`src/rtl/slot_pkg.sv`:
```
// rtl/slot_pkg.sv - shared types, constants and paytable for the slot credit controller
// Purpose: symbol width, jackpot constants, controller state encoding and the
//          payout multiplier lookup used when a play settles.
// Ports:   none (package)
package slot_pkg;

  localparam int SYM_W = 3;
  localparam logic [SYM_W-1:0] JACKPOT_SYM = 3'd7;
  localparam int JACKPOT_MULT = 20;

  typedef enum logic [2:0] {
    ST_IDLE,
    ST_SPIN,
    ST_SETTLE,
    ST_EVAL,
    ST_PAY
  } state_t;

  // Raw, unclamped award for a winning line of 'sym'; caller narrows and clamps.
  function automatic logic [31:0] paytable(input logic [SYM_W-1:0] sym,
                                           input logic [31:0]      bet);
    logic [31:0] mult;
    if (sym == JACKPOT_SYM) mult = 32'(JACKPOT_MULT);
    else                    mult = 32'(sym) + 32'd2;
    return bet * mult;
  endfunction

endpackage

```
`src/rtl/slot_credit_acc.sv`:
```
// rtl/slot_credit_acc.sv - saturating credit balance accumulator
// Purpose: holds the credit balance; sums coin, debit and payout in one step
//          and clamps the result to MAX_CREDIT.
// Ports:   clock, reset (sync, active-high)
//          coin     in  add COIN_VALUE this cycle
//          debit    in  subtract BET this cycle (caller guarantees balance >= BET)
//          pay_add  in  payout to add this cycle (0 when none)
//          credits  out current balance
module slot_credit_acc #(
  parameter int CREDIT_W   = 8,
  parameter int MAX_CREDIT = 255,
  parameter int BET        = 1,
  parameter int COIN_VALUE = 5
) (
  input  logic                clock,
  input  logic                reset,
  input  logic                coin,
  input  logic                debit,
  input  logic [CREDIT_W-1:0] pay_add,
  output logic [CREDIT_W-1:0] credits
);

  // Wide enough that balance + payout + coin never overflows before clamping.
  localparam int SW = CREDIT_W + 7;

  logic [SW-1:0] sum;

  // All same-cycle contributions are combined first, then saturated once.
  always_comb begin
    sum = SW'(credits) + SW'(pay_add);
    if (coin)  sum = sum + SW'(COIN_VALUE);
    if (debit) sum = sum - SW'(BET);
  end

  always_ff @(posedge clock) begin
    if (reset)                      credits <= '0;
    else if (sum > SW'(MAX_CREDIT)) credits <= CREDIT_W'(MAX_CREDIT);
    else                            credits <= sum[CREDIT_W-1:0];
  end

endmodule

```
`src/rtl/slot_credit_ctrl.sv`:
```
// rtl/slot_credit_ctrl.sv - player credit controller wrapped around slot_machine
// Purpose: debits the bet, runs the spin and settle windows, samples the
//          symbols and credits the payout; coins are accepted at any time.
// Ports:   clock, reset (sync, active-high)
//          coin, play_req          in  1-cycle front-panel pulses
//          symbol1..3, win         in  from slot_machine
//          spin_start              out to slot_machine.start
//          credits                 out current balance
//          busy                    out state != IDLE
//          payout, payout_valid    out settled amount and its apply pulse
//          play_reject             out play_req refused for lack of credit
//          win_mismatch            out win asserted with unequal symbols
module slot_credit_ctrl
  import slot_pkg::*;
#(
  parameter int CREDIT_W      = 8,
  parameter int MAX_CREDIT    = 255,
  parameter int BET           = 1,
  parameter int COIN_VALUE    = 5,
  parameter int SPIN_CYCLES   = 32,
  parameter int SETTLE_CYCLES = 2
) (
  input  logic                clock,
  input  logic                reset,
  input  logic                coin,
  input  logic                play_req,
  input  logic [SYM_W-1:0]    symbol1,
  input  logic [SYM_W-1:0]    symbol2,
  input  logic [SYM_W-1:0]    symbol3,
  input  logic                win,
  output logic                spin_start,
  output logic [CREDIT_W-1:0] credits,
  output logic                busy,
  output logic [CREDIT_W-1:0] payout,
  output logic                payout_valid,
  output logic                play_reject,
  output logic                win_mismatch
);

  localparam int PH_MAX = (SPIN_CYCLES > SETTLE_CYCLES) ? SPIN_CYCLES : SETTLE_CYCLES;
  localparam int CW     = $clog2(PH_MAX) + 1;
  localparam int PW     = CREDIT_W + 5;

  state_t              state, state_next;
  logic [CW-1:0]       phase;
  logic                debit, reject;
  logic                sym_eq, award;
  logic [PW-1:0]       raw_pay;
  logic [CREDIT_W-1:0] pay_clamped, pay_amt, pay_add;

  assign busy    = (state != ST_IDLE);
  assign sym_eq  = (symbol1 == symbol2) && (symbol2 == symbol3);
  assign award   = win && sym_eq;
  assign raw_pay = PW'(paytable(symbol1, 32'(BET)));
  assign pay_clamped = (raw_pay > PW'(MAX_CREDIT)) ? CREDIT_W'(MAX_CREDIT)
                                                   : raw_pay[CREDIT_W-1:0];
  assign pay_add = (state == ST_PAY) ? pay_amt : '0;

  // Eligibility uses the pre-coin balance, so a coin arriving with play_req
  // cannot fund that same request.
  always_comb begin
    state_next = state;
    debit      = 1'b0;
    reject     = 1'b0;
    case (state)
      ST_IDLE: begin
        if (play_req) begin
          if (credits >= CREDIT_W'(BET)) begin
            debit      = 1'b1;
            state_next = ST_SPIN;
          end else begin
            reject = 1'b1;
          end
        end
      end
      ST_SPIN:   if (phase == CW'(SPIN_CYCLES - 1))   state_next = ST_SETTLE;
      ST_SETTLE: if (phase == CW'(SETTLE_CYCLES - 1)) state_next = ST_EVAL;
      ST_EVAL:   state_next = ST_PAY;
      ST_PAY:    state_next = ST_IDLE;
      default:   state_next = ST_IDLE;
    endcase
  end

  always_ff @(posedge clock) begin
    if (reset) begin
      state <= ST_IDLE;
      phase <= '0;
    end else begin
      state <= state_next;
      if (state_next != state)
        phase <= '0;
      else if (state == ST_SPIN || state == ST_SETTLE)
        phase <= phase + CW'(1);
    end
  end

  // spin_start is registered from next state so it is high for exactly the
  // cycles the FSM spends in SPIN. payout/payout_valid land with the credit update.
  always_ff @(posedge clock) begin
    if (reset) begin
      spin_start   <= 1'b0;
      play_reject  <= 1'b0;
      win_mismatch <= 1'b0;
      payout_valid <= 1'b0;
      payout       <= '0;
      pay_amt      <= '0;
    end else begin
      spin_start   <= (state_next == ST_SPIN);
      play_reject  <= reject;
      win_mismatch <= (state == ST_EVAL) && win && !sym_eq;
      payout_valid <= (state == ST_PAY);
      if (state == ST_EVAL) pay_amt <= award ? pay_clamped : '0;
      if (state == ST_PAY)  payout  <= pay_amt;
    end
  end

  slot_credit_acc #(
    .CREDIT_W  (CREDIT_W),
    .MAX_CREDIT(MAX_CREDIT),
    .BET       (BET),
    .COIN_VALUE(COIN_VALUE)
  ) u_acc (
    .clock  (clock),
    .reset  (reset),
    .coin   (coin),
    .debit  (debit),
    .pay_add(pay_add),
    .credits(credits)
  );

endmodule

```
`config.mk`:
```
export PLATFORM = sky130hd
export DESIGN_NAME = slot_credit_ctrl
export DESIGN_NICKNAME = d
export VERILOG_FILES = /design/src/rtl/slot_pkg.sv /design/src/rtl/slot_credit_acc.sv /design/src/rtl/slot_credit_ctrl.sv
export SDC_FILE = /design/constraint.sdc
export NUM_CORES = 1
export LEC_CHECK = 0
export ABC_AREA = 0
export ABC_CLOCK_PERIOD_IN_PS = 5450
export CAP_MARGIN = 30
export CORE_MARGIN = 4
export CORE_UTILIZATION = 45
export CTS_CLUSTER_SIZE = 12
export DETAILED_ROUTE_END_ITERATION = 10
export PLACE_DENSITY = 0.79
export SYNTH_ARGS = -nofsm -noshare
export SYNTH_HDL_FRONTEND = slang
export SYNTH_SLANG_ARGS = --single-unit
```
`constraint.sdc`:
```
create_clock -name clock -period 5.45 [get_ports clock]
set_input_delay 1.09 -clock clock [delete_from_list [all_inputs] [get_ports clock]]
set_output_delay 1.09 -clock clock [all_outputs]
set_load 0.01 [all_outputs]
```
==> results_tabular.tex, run 1 <==
\begin{tabular}{lr}
\hline
Metric & Value \\
\hline
\multicolumn{2}{l}{\textbf{Clocking}} \\
\quad Clock tree from TritonCTS & yes \\
\quad Clock buffer count from CTS & 5 \\
\quad Total setup buffers inserted after CTS & 0 \\
\quad H-tree lvl count & 2 \\
\quad Cell at the root of the clock tree & sky130\_fd\_sc\_hd\_\_clkbuf\_8 \\
\quad Clk Latency, worst-skew pair & 280 ps \\
\quad Clock Sinks & 31 \\
\quad \# hold bufs at CTS & 0 \\
\quad Number of gates given a new drive strength after cts & 0 \\
\quad Clock-pin slew reported for the worst setup and hold paths after clock tree synthesis & 60 ps \\
\quad Clock buffer depth & 2 \\
\multicolumn{2}{l}{\textbf{Timing}} \\
\quad Tcrit/Tclk final & 0.704 \\
\quad Count of final max-slew check failures & 0 \\
\quad Slew margin rel. & 0.502 \\
\quad RSZ-0062 raised after global routing & no \\
\quad Max Clk Rate & 261 MHz \\
\quad Setup TNS & 0 ps \\
\quad Setup-violating endpoint count in the final report & 0 \\
\quad Largest clock skew in the final design & 2.03 ps \\
\quad Slew at the pin closest to its max-slew limit & 741 ps \\
\quad Hold Slack & 461 ps \\
\quad Minimum period implied by the final worst setup slack & 3840 ps \\
\quad Final Hold Viols & 0 \\
\multicolumn{2}{l}{\textbf{Cells and area}} \\
\quad Fill cell count & 413 \\
\quad Nets & 292 \\
\quad Sequential cell area & 621 um2 \\
\quad Area Growth Syn to Fin & 21.3\% \\
\quad Number of antenna cells inserted & 0 \\
\quad Final standard cell utilization of the core & 0.585 \\
\quad Post-route cell area & 2430 um2 \\
\quad Layout cell share with drive strength beyond 1 & 0.0858 \\
\quad Footprint of the multi-input gates & 1290 um2 \\
\multicolumn{2}{l}{\textbf{Die}} \\
\quad Total Die Area & 5570 um2 \\
\quad Effective utilization at floorplan & 0.482 \\
\quad Placeable core area & 4140 um2 \\
\quad Num rows & 23 \\
\quad I/O pin count & 35 \\
\quad Chip height & 74.7 um \\
\quad Width of the die & 74.7 um \\
\multicolumn{2}{l}{\textbf{Status}} \\
\quad Run status & complete, no violations \\
\multicolumn{2}{l}{\textbf{Min path}} \\
\quad Kind of path behind the tightest hold check & reg2reg \\
\quad Cell depth of the worst hold path & 2 \\
\multicolumn{2}{l}{\textbf{Yosys}} \\
\quad Yosys reg bits & 31 \\
\quad Post-synthesis sequential area ratio & 0.310 \\
\quad Cell variety after synth & 59 \\
\quad Mean instance size in the synthesized netlist & 8.47 um2 \\
\quad Main synth FF type & sky130\_fd\_sc\_hd\_\_dfxtp\_1 \\
\quad Number of instances in the synthesized netlist & 236 \\
\quad Cell area after technology mapping & 2000 um2 \\
\quad Share of flip-flops with an asynchronous set or reset & 0 \\
\quad Count of flip-flops with a built-in enable after synthesis & 0 \\
\quad Yosys Warn Count & 0 \\
\multicolumn{2}{l}{\textbf{Placed design}} \\
\quad Sum of net half-perimeters after detailed placement & 3.37 mm \\
\quad Placer congestion estimate & 0.842 \\
\quad Port bufs & 31 \\
\quad Standard cell area after detailed placement & 2330 um2 \\
\multicolumn{2}{l}{\textbf{GRT}} \\
\quad Antenna violations before repair & 0 \\
\quad Global route total overflow & 0 \\
\quad First-pass GRT wire length & 7.14 mm \\
\quad Total global routing track utilization & 0.166 \\
\quad Vias in the first global route & 1,614 \\
\quad Largest net degree at the start of global routing & 22 \\
\multicolumn{2}{l}{\textbf{Routing}} \\
\quad Remaining design rule violation count & 0 \\
\quad Detailed router's first-iteration violation count & 63 \\
\quad Total Wirelength & 4.22 mm \\
\quad Average vias per placed instance & 5.55 \\
\quad Routed vias & 1,766 \\
\quad Post-DR wirelength/cell & 13.3 um \\
\quad Remaining number of nets flagged by the antenna check after routing & 0 \\
\quad Drt first pass iters & 4 \\
\multicolumn{2}{l}{\textbf{Power}} \\
\quad Power Density & 400 nW/um2 \\
\quad IR Drop Worst-Case VDD & 196 uV \\
\quad Cell leakage power & 0.939 nW \\
\multicolumn{2}{l}{\textbf{Worst setup path}} \\
\quad Data required, critical path & 5580 ps \\
\quad Max Fanout on Critical Path & 11 \\
\quad Path type of the worst setup path & reg2reg \\
\quad Kind of launch point of the worst setup path & register \\
\quad Arrival @ worst endpoint & 3960 ps \\
\quad Cell count of the worst reg-to-reg path & 15 \\
\quad CP endpoint kind & register \\
\multicolumn{2}{l}{\textbf{Flow run}} \\
\quad Number of max-cap violations & 0 \\
\hline
\end{tabular}
[per-layer routing]
metal / vias to the layer above / share of wire / track usage
li1: 909 / - / -
met1: 812 / 0.49 / 0.225
met2: 39 / 0.45 / 0.257
met3: 6 / 0.038 / 0.0401
met4: 0 / 0.015 / 0.0652
met5: - / 0 / 0
[layout make-up]
| class | instances | share of cell area |
|---|---|---|
| multi-input combinational | 187 | 0.532 |
| sequential | 31 | 0.256 |
| timing repair buffer | 31 | 0.128 |
| clock buffer | 8 | 0.0413 |
| tap | 50 | 0.0258 |
| inverter | 11 | 0.0170 |
[final timing paths]
path / start / endpoint / slack (ps)
min: pay_amt[1] / pay_amt[1] / 460
max reg2reg: state[2] / u_acc.credits[7] / 1610
min reg2reg: pay_amt[1] / pay_amt[1] / 460
max: state[2] / u_acc.credits[7] / 1610
[power breakdown]
| group | internal, mW | total, mW | switching, mW |
|---|---|---|---|
| Clock | 0.115 | 0.191 | 0.0765 |
| Sequential | 0.263 | 0.310 | 0.0472 |
| Combinational | 0.225 | 0.470 | 0.245 |
| Total | 0.603 | 0.971 | 0.368 |
[cells in the final DEF (no fill, tap or decap), drive strengths merged, types with 8 or more instances in the layout]
| cell | count |
|---|---|
| o21ai | 8 |
| dfxtp | 31 |
| a21oi | 18 |
| or3 | 9 |
| nand2 | 24 |
| nand3 | 10 |
| clkbuf | 8 |
| clkdlybuf4s50 | 31 |
| nor2 | 22 |
| xor2 | 9 |
| xnor2 | 12 |
| ha | 10 |
| inv | 11 |
[cell usage after synthesis, types with 2 or more instances]
cell type	instances	area [um2]
sky130_fd_sc_hd__and3_1	2	12.5
sky130_fd_sc_hd__clkbuf_1	3	11.3
sky130_fd_sc_hd__buf_4	3	22.5
sky130_fd_sc_hd__nand2_1	24	90.1
sky130_fd_sc_hd__o21ai_1	2	10.0
sky130_fd_sc_hd__a211oi_1	3	22.5
sky130_fd_sc_hd__dfxtp_1	31	621
sky130_fd_sc_hd__o21ba_2	2	20.0
sky130_fd_sc_hd__nor2_1	22	82.6
sky130_fd_sc_hd__nor4_1	4	25.0
sky130_fd_sc_hd__or3_1	8	50.1
sky130_fd_sc_hd__a31oi_1	3	18.8
sky130_fd_sc_hd__o21ai_0	6	30.0
sky130_fd_sc_hd__xor2_1	9	78.8
sky130_fd_sc_hd__ha_1	10	125
sky130_fd_sc_hd__a22o_1	2	17.5
sky130_fd_sc_hd__nor3_1	6	30.0
sky130_fd_sc_hd__nand4_1	5	31.3
sky130_fd_sc_hd__o21a_1	2	15.0
sky130_fd_sc_hd__inv_1	10	37.5
sky130_fd_sc_hd__nand3_1	10	50.1
sky130_fd_sc_hd__a21oi_1	17	85.1
sky130_fd_sc_hd__mux2i_1	2	20.0
sky130_fd_sc_hd__nor2b_1	4	25.0
sky130_fd_sc_hd__xnor2_1	12	105
[registers in the layout, indices dropped and copies added (netlist names)]
name and count:
payout 5, pay_amt 5, state 3, u_acc.credits 8, play_reject 1, win_mismatch 1, payout_valid 1, phase 6
spin_start 1
[worst max-delay path, stage by stage, from the launching register on]
cell and delay, ps:
sky130_fd_sc_hd__dfxtp_1 500, sky130_fd_sc_hd__and2_1 260, sky130_fd_sc_hd__nand2_1 100, sky130_fd_sc_hd__inv_1 60, sky130_fd_sc_hd__ha_1 170, sky130_fd_sc_hd__inv_1 60, sky130_fd_sc_hd__fa_1 470, sky130_fd_sc_hd__inv_1 100
sky130_fd_sc_hd__ha_1 200, sky130_fd_sc_hd__o21ai_1 110, sky130_fd_sc_hd__nor3_1 360, sky130_fd_sc_hd__xor2_1 190, sky130_fd_sc_hd__or3_4 460, sky130_fd_sc_hd__a2111oi_2 410, sky130_fd_sc_hd__or3_1 170, sky130_fd_sc_hd__a31oi_1 70
[cell families after synthesis]
kind of cell	Yosys count	synth area share
adders and majority gates	11	0.0726
and+or+nand+nor	98	0.260
xor gates and xnor gates	22	0.103
AOI/OAI and AO/OA	50	0.189
DFF	31	0.310
muxes	3	0.0156
buffers and inverters	20	0.0476
other	1	0.00188
[per-stage QoR]
step                total power [mW]  worst slack (ps)  std cells
finish                         0.971              1610        318
global route                    1.05              1230        318
CTS                            0.979              1620        318
detailed placement             0.783              1650        310
global placement               0.777              1740        310
floorplan                      0.654              1940        238
(Power assumes the default switching activity.)
==> run 2: changes to the inputs <==
--- a/config.mk
+++ b/config.mk
@@ -6,13 +6,13 @@
 export NUM_CORES = 1
 export LEC_CHECK = 0
 export ABC_AREA = 0
-export ABC_CLOCK_PERIOD_IN_PS = 5450
+export ABC_CLOCK_PERIOD_IN_PS = 3200
 export CAP_MARGIN = 30
 export CORE_MARGIN = 4
 export CORE_UTILIZATION = 45
 export CTS_CLUSTER_SIZE = 12
 export DETAILED_ROUTE_END_ITERATION = 10
-export PLACE_DENSITY = 0.79
+export PLACE_DENSITY = 0.81
 export SYNTH_ARGS = -nofsm -noshare
 export SYNTH_HDL_FRONTEND = slang
 export SYNTH_SLANG_ARGS = --single-unit
==> constraint.sdc (replaced) <==
create_clock -name clock -period 3.2 [get_ports clock]
set_input_delay 0.64 -clock clock [delete_from_list [all_inputs] [get_ports clock]]
set_output_delay 0.64 -clock clock [all_outputs]
set_load 0.01 [all_outputs]
==> results_tabular.tex, run 2 (same netlist as run 1, synthesis figures left out) <==
\begin{tabular}{lr}
\hline
Metric & Value \\
\hline
\multicolumn{2}{l}{\textbf{Cells and area}} \\
\quad Layout cell share with drive strength beyond 1 & 0.305 \\
\quad Most common cell after layout, fill and taps aside & sky130\_fd\_sc\_hd\_\_buf\_4 \\
\quad Post-route cell area & 2960 um2 \\
\quad Fill cell count & 283 \\
\quad Sequential cell area & 623 um2 \\
\quad Area Growth Syn to Fin & 47.9\% \\
\quad Final standard cell utilization of the core & 0.714 \\
\quad Max FFs per register & 8 \\
\quad Final Non-Filler Cells & 358 \\
\quad Registers with the highest flip-flop counts & u\_acc.credits: 8 flops, phase: 6 flops \\
\quad Most used cells in the layout excluding fill and tap cells & sky130\_fd\_sc\_hd\_\_buf\_4 (39), sky130\_fd\_sc\_hd\_\_clkdlybuf4s50\_1 (31), sky130\_fd\_sc\_hd\_\_dfxtp\_1 (29) \\
\quad Nets & 332 \\
\quad Most flops, register & u\_acc.credits \\
\quad Number of antenna cells inserted & 0 \\
\quad Footprint of the multi-input gates & 1530 um2 \\
\multicolumn{2}{l}{\textbf{Timing}} \\
\quad Minimum period implied by the final worst setup slack & 3330 ps \\
\quad Setup TNS & -577 ps \\
\quad Slack of the critical path & -129 ps \\
\quad Final Hold Viols & 0 \\
\quad Slew margin rel. & 0.556 \\
\quad Setup-violating endpoint count in the final report & 8 \\
\quad RSZ-0062 raised after global routing & yes \\
\quad Slew at the pin closest to its max-slew limit & 660 ps \\
\quad Tcrit/Tclk final & 1.04 \\
\quad Largest clock skew in the final design & 10.8 ps \\
\quad Count of final max-slew check failures & 0 \\
\quad Max Clk Rate & 300 MHz \\
\multicolumn{2}{l}{\textbf{Worst setup path}} \\
\quad CP endpoint kind & register \\
\quad Data required, critical path & 3380 ps \\
\quad Arrival @ worst endpoint & 3510 ps \\
\quad Path type of the worst setup path & reg2reg \\
\quad Kind of launch point of the worst setup path & register \\
\quad Max Fanout on Critical Path & 5 \\
\multicolumn{2}{l}{\textbf{Min path}} \\
\quad Kind of path behind the tightest hold check & reg2reg \\
\multicolumn{2}{l}{\textbf{Placed design}} \\
\quad Standard cell area after detailed placement & 2630 um2 \\
\quad Port bufs & 31 \\
\quad Number of instances in the placed design & 340 \\
\quad Sum of net half-perimeters after detailed placement & 3.96 mm \\
\quad Placer congestion estimate & 0.841 \\
\multicolumn{2}{l}{\textbf{Status}} \\
\quad Run status & finished with violations \\
\quad Failing checks & setup timing \\
\multicolumn{2}{l}{\textbf{Die}} \\
\quad Num rows & 23 \\
\quad Total Die Area & 5570 um2 \\
\quad Width of the die & 74.7 um \\
\quad Placeable core area & 4140 um2 \\
\quad Chip height & 74.7 um \\
\quad Effective utilization at floorplan & 0.482 \\
\quad I/O pin count & 35 \\
\multicolumn{2}{l}{\textbf{Routing}} \\
\quad Routed vias & 2,011 \\
\quad Detailed router's first-iteration violation count & 93 \\
\quad Total Wirelength & 5.62 mm \\
\quad Post-DR wirelength/cell & 15.7 um \\
\quad Remaining design rule violation count & 0 \\
\quad Average vias per placed instance & 5.62 \\
\quad Drt first pass iters & 4 \\
\quad Remaining number of nets flagged by the antenna check after routing & 0 \\
\multicolumn{2}{l}{\textbf{GRT}} \\
\quad Total global routing track utilization & 0.209 \\
\quad Largest net degree at the start of global routing & 13 \\
\quad Global route total overflow & 0 \\
\quad Vias in the first global route & 1,985 \\
\quad Antenna violations before repair & 0 \\
\quad First-pass GRT wire length & 9.00 mm \\
\multicolumn{2}{l}{\textbf{Power}} \\
\quad Cell leakage power & 1.17 nW \\
\quad IR Drop Worst-Case VDD & 468 uV \\
\quad Power Density & 674 nW/um2 \\
\multicolumn{2}{l}{\textbf{Clocking}} \\
\quad Clk Latency, worst-skew pair & 280 ps \\
\quad Clock tree from TritonCTS & yes \\
\quad Clock Sinks & 31 \\
\quad Clock buffer count from CTS & 5 \\
\quad H-tree lvl count & 2 \\
\quad Clock-pin slew reported for the worst setup and hold paths after clock tree synthesis & 70 ps \\
\quad Clock buffer depth & 2 \\
\quad Cell at the root of the clock tree & sky130\_fd\_sc\_hd\_\_clkbuf\_8 \\
\multicolumn{2}{l}{\textbf{Flow run}} \\
\quad Number of max-cap violations & 0 \\
\hline
\end{tabular}
[run 2: report_power, final]
group,switching [mW],leakage (nW),internal [mW]
Combinational,0.567,0.880,0.604
Clock,0.129,0.0422,0.152
Sequential,0.0941,0.253,0.448
[run 2: layout make-up]
class                           count  area share
Timing Repair Buffer               71       0.208
Clock buffer                        7      0.0258
Inverter                           11      0.0148
Clock inverter                      1     0.00169
Multi-Input combinational cell    187       0.518
Sequential cell                    31       0.211
Tap cell                           50      0.0212
[run 2: worst paths after layout]
check | slack [ps] | from | endpoint | cells after the start
hold / removal | 460 | payout[2] | payout[2] | 2
hold reg to reg | 460 | payout[2] | payout[2] | 2
setup reg to reg | -130 | state[0] | u_acc.credits[3] | 17
setup / recovery | -130 | state[0] | u_acc.credits[3] | 17
[run 2: worst max-delay path, stage by stage (launching register included)]
cell and delay, ps:
sky130_fd_sc_hd__dfxtp_2 330, sky130_fd_sc_hd__nor2_2 130, sky130_fd_sc_hd__and2_4 180, sky130_fd_sc_hd__nand2_4 60, sky130_fd_sc_hd__inv_4 60, sky130_fd_sc_hd__ha_4 120
sky130_fd_sc_hd__inv_2 40, sky130_fd_sc_hd__fa_2 540, sky130_fd_sc_hd__inv_2 60, sky130_fd_sc_hd__ha_4 180, sky130_fd_sc_hd__o21ai_4 210, sky130_fd_sc_hd__nor3_4 90
sky130_fd_sc_hd__xor2_4 190, sky130_fd_sc_hd__or3_4 380, sky130_fd_sc_hd__buf_6 130, sky130_fd_sc_hd__a32oi_2 190, sky130_fd_sc_hd__o22ai_2 170, sky130_fd_sc_hd__a21oi_1 190
[run 2: routing by layer]
| layer | vias up | global-route usage | wire [um] |
|---|---|---|---|
| li1 | 989 | - | - |
| met1 | 953 | 0.263 | 2440 |
| met2 | 56 | 0.362 | 2820 |
| met3 | 13 | 0.0334 | 227 |
| met4 | 0 | 0.0731 | 135 |
| met5 | - | 0 | 0 |
[run 2: metrics by stage]
| step | worst slack [ps] | power (mW) | hold WS (ps) |
|---|---|---|---|
| floorplan | 5.60 | 1.15 | 425 |
| global placement | -11.7 | 1.49 | 445 |
| detailed placement | -124 | 1.52 | 452 |
| CTS | -45.3 | 1.90 | 458 |
| global route | -225 | 2.11 | 492 |
| finish | -129 | 1.99 | 455 |
[run 2: timing repair]
action,CTS,global route
buffers inserted,8,2
hold buffers,0,0
endpoints found under the setup margin,8,8
pin swaps,12,14
gates resized for setup,21,12
endpoints found under the hold margin,0,0
==> run 3: changes to the inputs <==
--- a/config.mk
+++ b/config.mk
@@ -5,7 +5,7 @@
 export SDC_FILE = /design/constraint.sdc
 export NUM_CORES = 1
 export LEC_CHECK = 0
-export ABC_AREA = 0
+export ABC_AREA = 1
 export ABC_CLOCK_PERIOD_IN_PS = 3200
 export CAP_MARGIN = 30
 export CORE_MARGIN = 4
==> results_tabular.tex, run 3 <==
\begin{tabular}{lr}
\hline
Metric & Value \\
\hline
\multicolumn{2}{l}{\textbf{Clocking}} \\
\quad Clock buffer depth & 2 \\
\quad H-tree lvl count & 2 \\
\quad Clock tree from TritonCTS & yes \\
\quad Clock Sinks & 31 \\
\quad \# hold bufs at CTS & 0 \\
\quad Cell at the root of the clock tree & sky130\_fd\_sc\_hd\_\_clkbuf\_8 \\
\quad Clk Latency, worst-skew pair & 280 ps \\
\quad Clock buffer count from CTS & 5 \\
\quad Clock-pin slew reported for the worst setup and hold paths after clock tree synthesis & 70 ps \\
\multicolumn{2}{l}{\textbf{Timing}} \\
\quad Largest clock skew in the final design & 10.4 ps \\
\quad Slack of the critical path & 91.5 ps \\
\quad Final Hold Viols & 0 \\
\quad Count of final max-slew check failures & 0 \\
\quad Minimum period implied by the final worst setup slack & 3110 ps \\
\quad Slew at the pin closest to its max-slew limit & 556 ps \\
\quad Max Clk Rate & 322 MHz \\
\quad Slew margin rel. & 0.629 \\
\quad Setup TNS & 0 ps \\
\quad Tcrit/Tclk final & 0.971 \\
\quad Setup-violating endpoint count in the final report & 0 \\
\multicolumn{2}{l}{\textbf{Cells and area}} \\
\quad Fill cell count & 375 \\
\quad Registers with the highest flip-flop counts & u\_acc.credits: 8 flops, phase: 6 flops \\
\quad Layout cell share with drive strength beyond 1 & 0.171 \\
\quad Post-route cell area & 2710 um2 \\
\quad Area Growth Syn to Fin & 30.3\% \\
\quad Max FFs per register & 8 \\
\quad Most common cell after layout, fill and taps aside & sky130\_fd\_sc\_hd\_\_nand2\_1 \\
\quad Most flops, register & u\_acc.credits \\
\quad Number of antenna cells inserted & 0 \\
\quad Final standard cell utilization of the core & 0.614 \\
\quad Most used cells in the layout excluding fill and tap cells & sky130\_fd\_sc\_hd\_\_nand2\_1 (72), sky130\_fd\_sc\_hd\_\_inv\_1 (50), sky130\_fd\_sc\_hd\_\_nor2\_1 (32), sky130\_fd\_sc\_hd\_\_nand3\_1 (32), sky130\_fd\_sc\_hd\_\_clkdlybuf4s50\_1 (31) \\
\quad Nets & 387 \\
\multicolumn{2}{l}{\textbf{Worst setup path}} \\
\quad Register-to-register path setup slack & 90 ps \\
\quad CP endpoint kind & register \\
\quad Path type of the worst setup path & reg2reg \\
\quad Max Fanout on Critical Path & 8 \\
\quad Endpoint of the worst-slack reg-to-reg timing path & u\_acc.credits[1] \\
\quad Worst flop-to-flop path startpoint & state[0] \\
\quad Cell count of the worst reg-to-reg path & 18 \\
\quad Arrival @ worst endpoint & 3320 ps \\
\quad Data required, critical path & 3410 ps \\
\quad Kind of launch point of the worst setup path & register \\
\multicolumn{2}{l}{\textbf{Routing}} \\
\quad Post-DR wirelength/cell & 12.2 um \\
\quad Drt first pass iters & 6 \\
\quad Average vias per placed instance & 5.06 \\
\quad Remaining number of nets flagged by the antenna check after routing & 0 \\
\quad Detailed router's first-iteration violation count & 128 \\
\quad Total Wirelength & 5.08 mm \\
\quad Routed vias & 2,101 \\
\quad Remaining design rule violation count & 0 \\
\multicolumn{2}{l}{\textbf{Yosys}} \\
\quad Most common cell in the netlist & sky130\_fd\_sc\_hd\_\_nand2\_1 \\
\quad Count of flip-flops with a built-in enable after synthesis & 0 \\
\quad Number of instances in the synthesized netlist & 319 \\
\quad Area fraction of the dominant cell type after synthesis & 0.298 \\
\quad Post-synthesis sequential area ratio & 0.298 \\
\quad Most area-hungry cell type in the Yosys netlist & sky130\_fd\_sc\_hd\_\_dfxtp\_1 \\
\quad Synth top area cells & sky130\_fd\_sc\_hd\_\_dfxtp\_1 (30\%), sky130\_fd\_sc\_hd\_\_nand2\_1 (13\%), sky130\_fd\_sc\_hd\_\_inv\_1 (9.4\%), sky130\_fd\_sc\_hd\_\_nand3\_1 (8.4\%), sky130\_fd\_sc\_hd\_\_nor2\_1 (6.3\%) \\
\quad Top cell types by occurrence after synthesis & sky130\_fd\_sc\_hd\_\_nand2\_1 (73), sky130\_fd\_sc\_hd\_\_inv\_1 (52), sky130\_fd\_sc\_hd\_\_nand3\_1 (35), sky130\_fd\_sc\_hd\_\_nor2\_1 (35), sky130\_fd\_sc\_hd\_\_dfxtp\_1 (31) \\
\quad Mean instance size in the synthesized netlist & 6.52 um2 \\
\quad Yosys Warn Count & 0 \\
\quad Cell area after technology mapping & 2080 um2 \\
\quad Main synth FF type & sky130\_fd\_sc\_hd\_\_dfxtp\_1 \\
\quad Cell variety after synth & 34 \\
\quad Share of flip-flops with an asynchronous set or reset & 0 \\
\quad Yosys reg bits & 31 \\
\multicolumn{2}{l}{\textbf{Die}} \\
\quad Chip height & 76.0 um \\
\quad Num rows & 24 \\
\quad I/O pin count & 35 \\
\quad Placeable core area & 4410 um2 \\
\quad Width of the die & 76.0 um \\
\quad Total Die Area & 5770 um2 \\
\quad Effective utilization at floorplan & 0.471 \\
\multicolumn{2}{l}{\textbf{Power}} \\
\quad Cell leakage power & 1.15 nW \\
\quad Power Density & 647 nW/um2 \\
\quad IR Drop Worst-Case VDD & 300 uV \\
\multicolumn{2}{l}{\textbf{GRT}} \\
\quad Antenna violations before repair & 0 \\
\quad Vias in the first global route & 1,971 \\
\quad Largest net degree at the start of global routing & 18 \\
\quad Global route total overflow & 0 \\
\quad Total global routing track utilization & 0.166 \\
\quad First-pass GRT wire length & 8.29 mm \\
\multicolumn{2}{l}{\textbf{Min path}} \\
\quad Destination of the worst hold path & payout[3] \\
\quad Cell depth of the worst hold path & 2 \\
\quad Source of the worst hold timing path & payout[3] \\
\quad Kind of path behind the tightest hold check & reg2reg \\
\multicolumn{2}{l}{\textbf{Placed design}} \\
\quad Standard cell area after detailed placement & 2440 um2 \\
\quad Placer congestion estimate & 0.871 \\
\quad Sum of net half-perimeters after detailed placement & 3.79 mm \\
\quad Placement-stage worst setup slack & -95.3 ps \\
\quad Port bufs & 31 \\
\multicolumn{2}{l}{\textbf{Status}} \\
\quad Run status & complete, no violations \\
\multicolumn{2}{l}{\textbf{Flow run}} \\
\quad Number of max-cap violations & 0 \\
\hline
\end{tabular}
==> run 3: changes by cell type after synthesis, sizes merged, moves of 7 or more <==
cell,before,now
nand2,24,81
inv,11,54
nand3,10,39
nor2,22,40
or3,9,1
xnor2,12,5
==> run 3: worst max-delay path by stage <==
stage,start,endpoint,slack (ps),cells after the start
2_1_floorplan,state[1],u_acc.credits[3],80,18
3_3_place_gp,state[1],u_acc.credits[6],150,17
3_5_place_dp,state[1],u_acc.credits[1],-100,18
4_1_cts,state[1],u_acc.credits[3],20,18
5_1_grt,state[0],u_acc.credits[1],-40,17
6_report,state[0],u_acc.credits[1],90,18
==> run 3: power by group <==
group | leakage, nW | switching (mW) | internal, mW
Clock | 0.0422 | 0.135 | 0.152
Sequential | 0.252 | 0.0749 | 0.452
Combinational | 0.858 | 0.544 | 0.396
Total | 1.15 | 0.753 | 1.00
==> run 3: worst max-delay path: stages (launching register included) <==
cell	delay [ps]
sky130_fd_sc_hd__dfxtp_4	360
sky130_fd_sc_hd__nor2_4	130
sky130_fd_sc_hd__nand2_4	70
sky130_fd_sc_hd__nor2_4	120
sky130_fd_sc_hd__ha_4	160
sky130_fd_sc_hd__inv_2	40
sky130_fd_sc_hd__fa_1	550
sky130_fd_sc_hd__inv_2	70
sky130_fd_sc_hd__ha_4	220
sky130_fd_sc_hd__o21ai_4	150
sky130_fd_sc_hd__ha_2	210
sky130_fd_sc_hd__nand3_4	90
sky130_fd_sc_hd__nor2_4	120
sky130_fd_sc_hd__nand3_2	110
sky130_fd_sc_hd__nor2_4	160
sky130_fd_sc_hd__nand3_2	90
sky130_fd_sc_hd__nand3_2	100
sky130_fd_sc_hd__nand2_4	100
sky130_fd_sc_hd__a21oi_2	160
==> run 3: final cells by class <==
cell class | count | area (um2) | share of cell area
Clock buffer | 7 | 76.3 | 0.0282
Clock inverter | 1 | 5.00 | 0.00185
Inverter | 55 | 206 | 0.0762
Multi-Input combinational cell | 229 | 1360 | 0.500
Sequential cell | 31 | 624 | 0.230
Tap cell | 52 | 65.1 | 0.0240
Timing Repair Buffer | 40 | 378 | 0.139
==> run 3: metal layers <==
metal  track usage  up-vias  wire length (um)  part of all wire
met5             0        -                 0                 0
met4        0.0480        0                58             0.011
met3        0.0366       10               261             0.051
met2         0.287       55              2460              0.48
met1         0.205      943              2300              0.45
li1              -     1093                 -                 -
==> run 3: kinds of logic (layout without fill, tap and decap cells) <==
| family | after synthesis | count (layout) | synth area share |
|---|---|---|---|
| AND/OR/NAND/NOR | 175 | 175 | 0.389 |
| adder cells (fa/ha/maj) | 11 | 11 | 0.0698 |
| flip-flops | 31 | 31 | 0.298 |
| other | 1 | 3 | 0.00180 |
| XOR/XNOR | 8 | 8 | 0.0337 |
| buffers and inverters | 61 | 103 | 0.116 |
| multiplexers | 1 | 1 | 0.00541 |
| AO/OA/AOI/OAI | 31 | 31 | 0.0866 |
==> run 3: timing repair <==
item,in CTS,in global routing
gates resized for setup,5,27
pin swaps,5,13
setup endpoints to repair,8,8
hold endpoints to repair,0,0
buffers inserted,5,2
==> run 3: through the flow <==
step	power (mW)	hold slack [ps]	instances
final	1.75	465	415
after global routing	1.88	484	415
after CTS	1.63	469	413
after detailed placement	1.31	458	400
after global placement	1.29	454	400
after floorplan	1.06	457	321
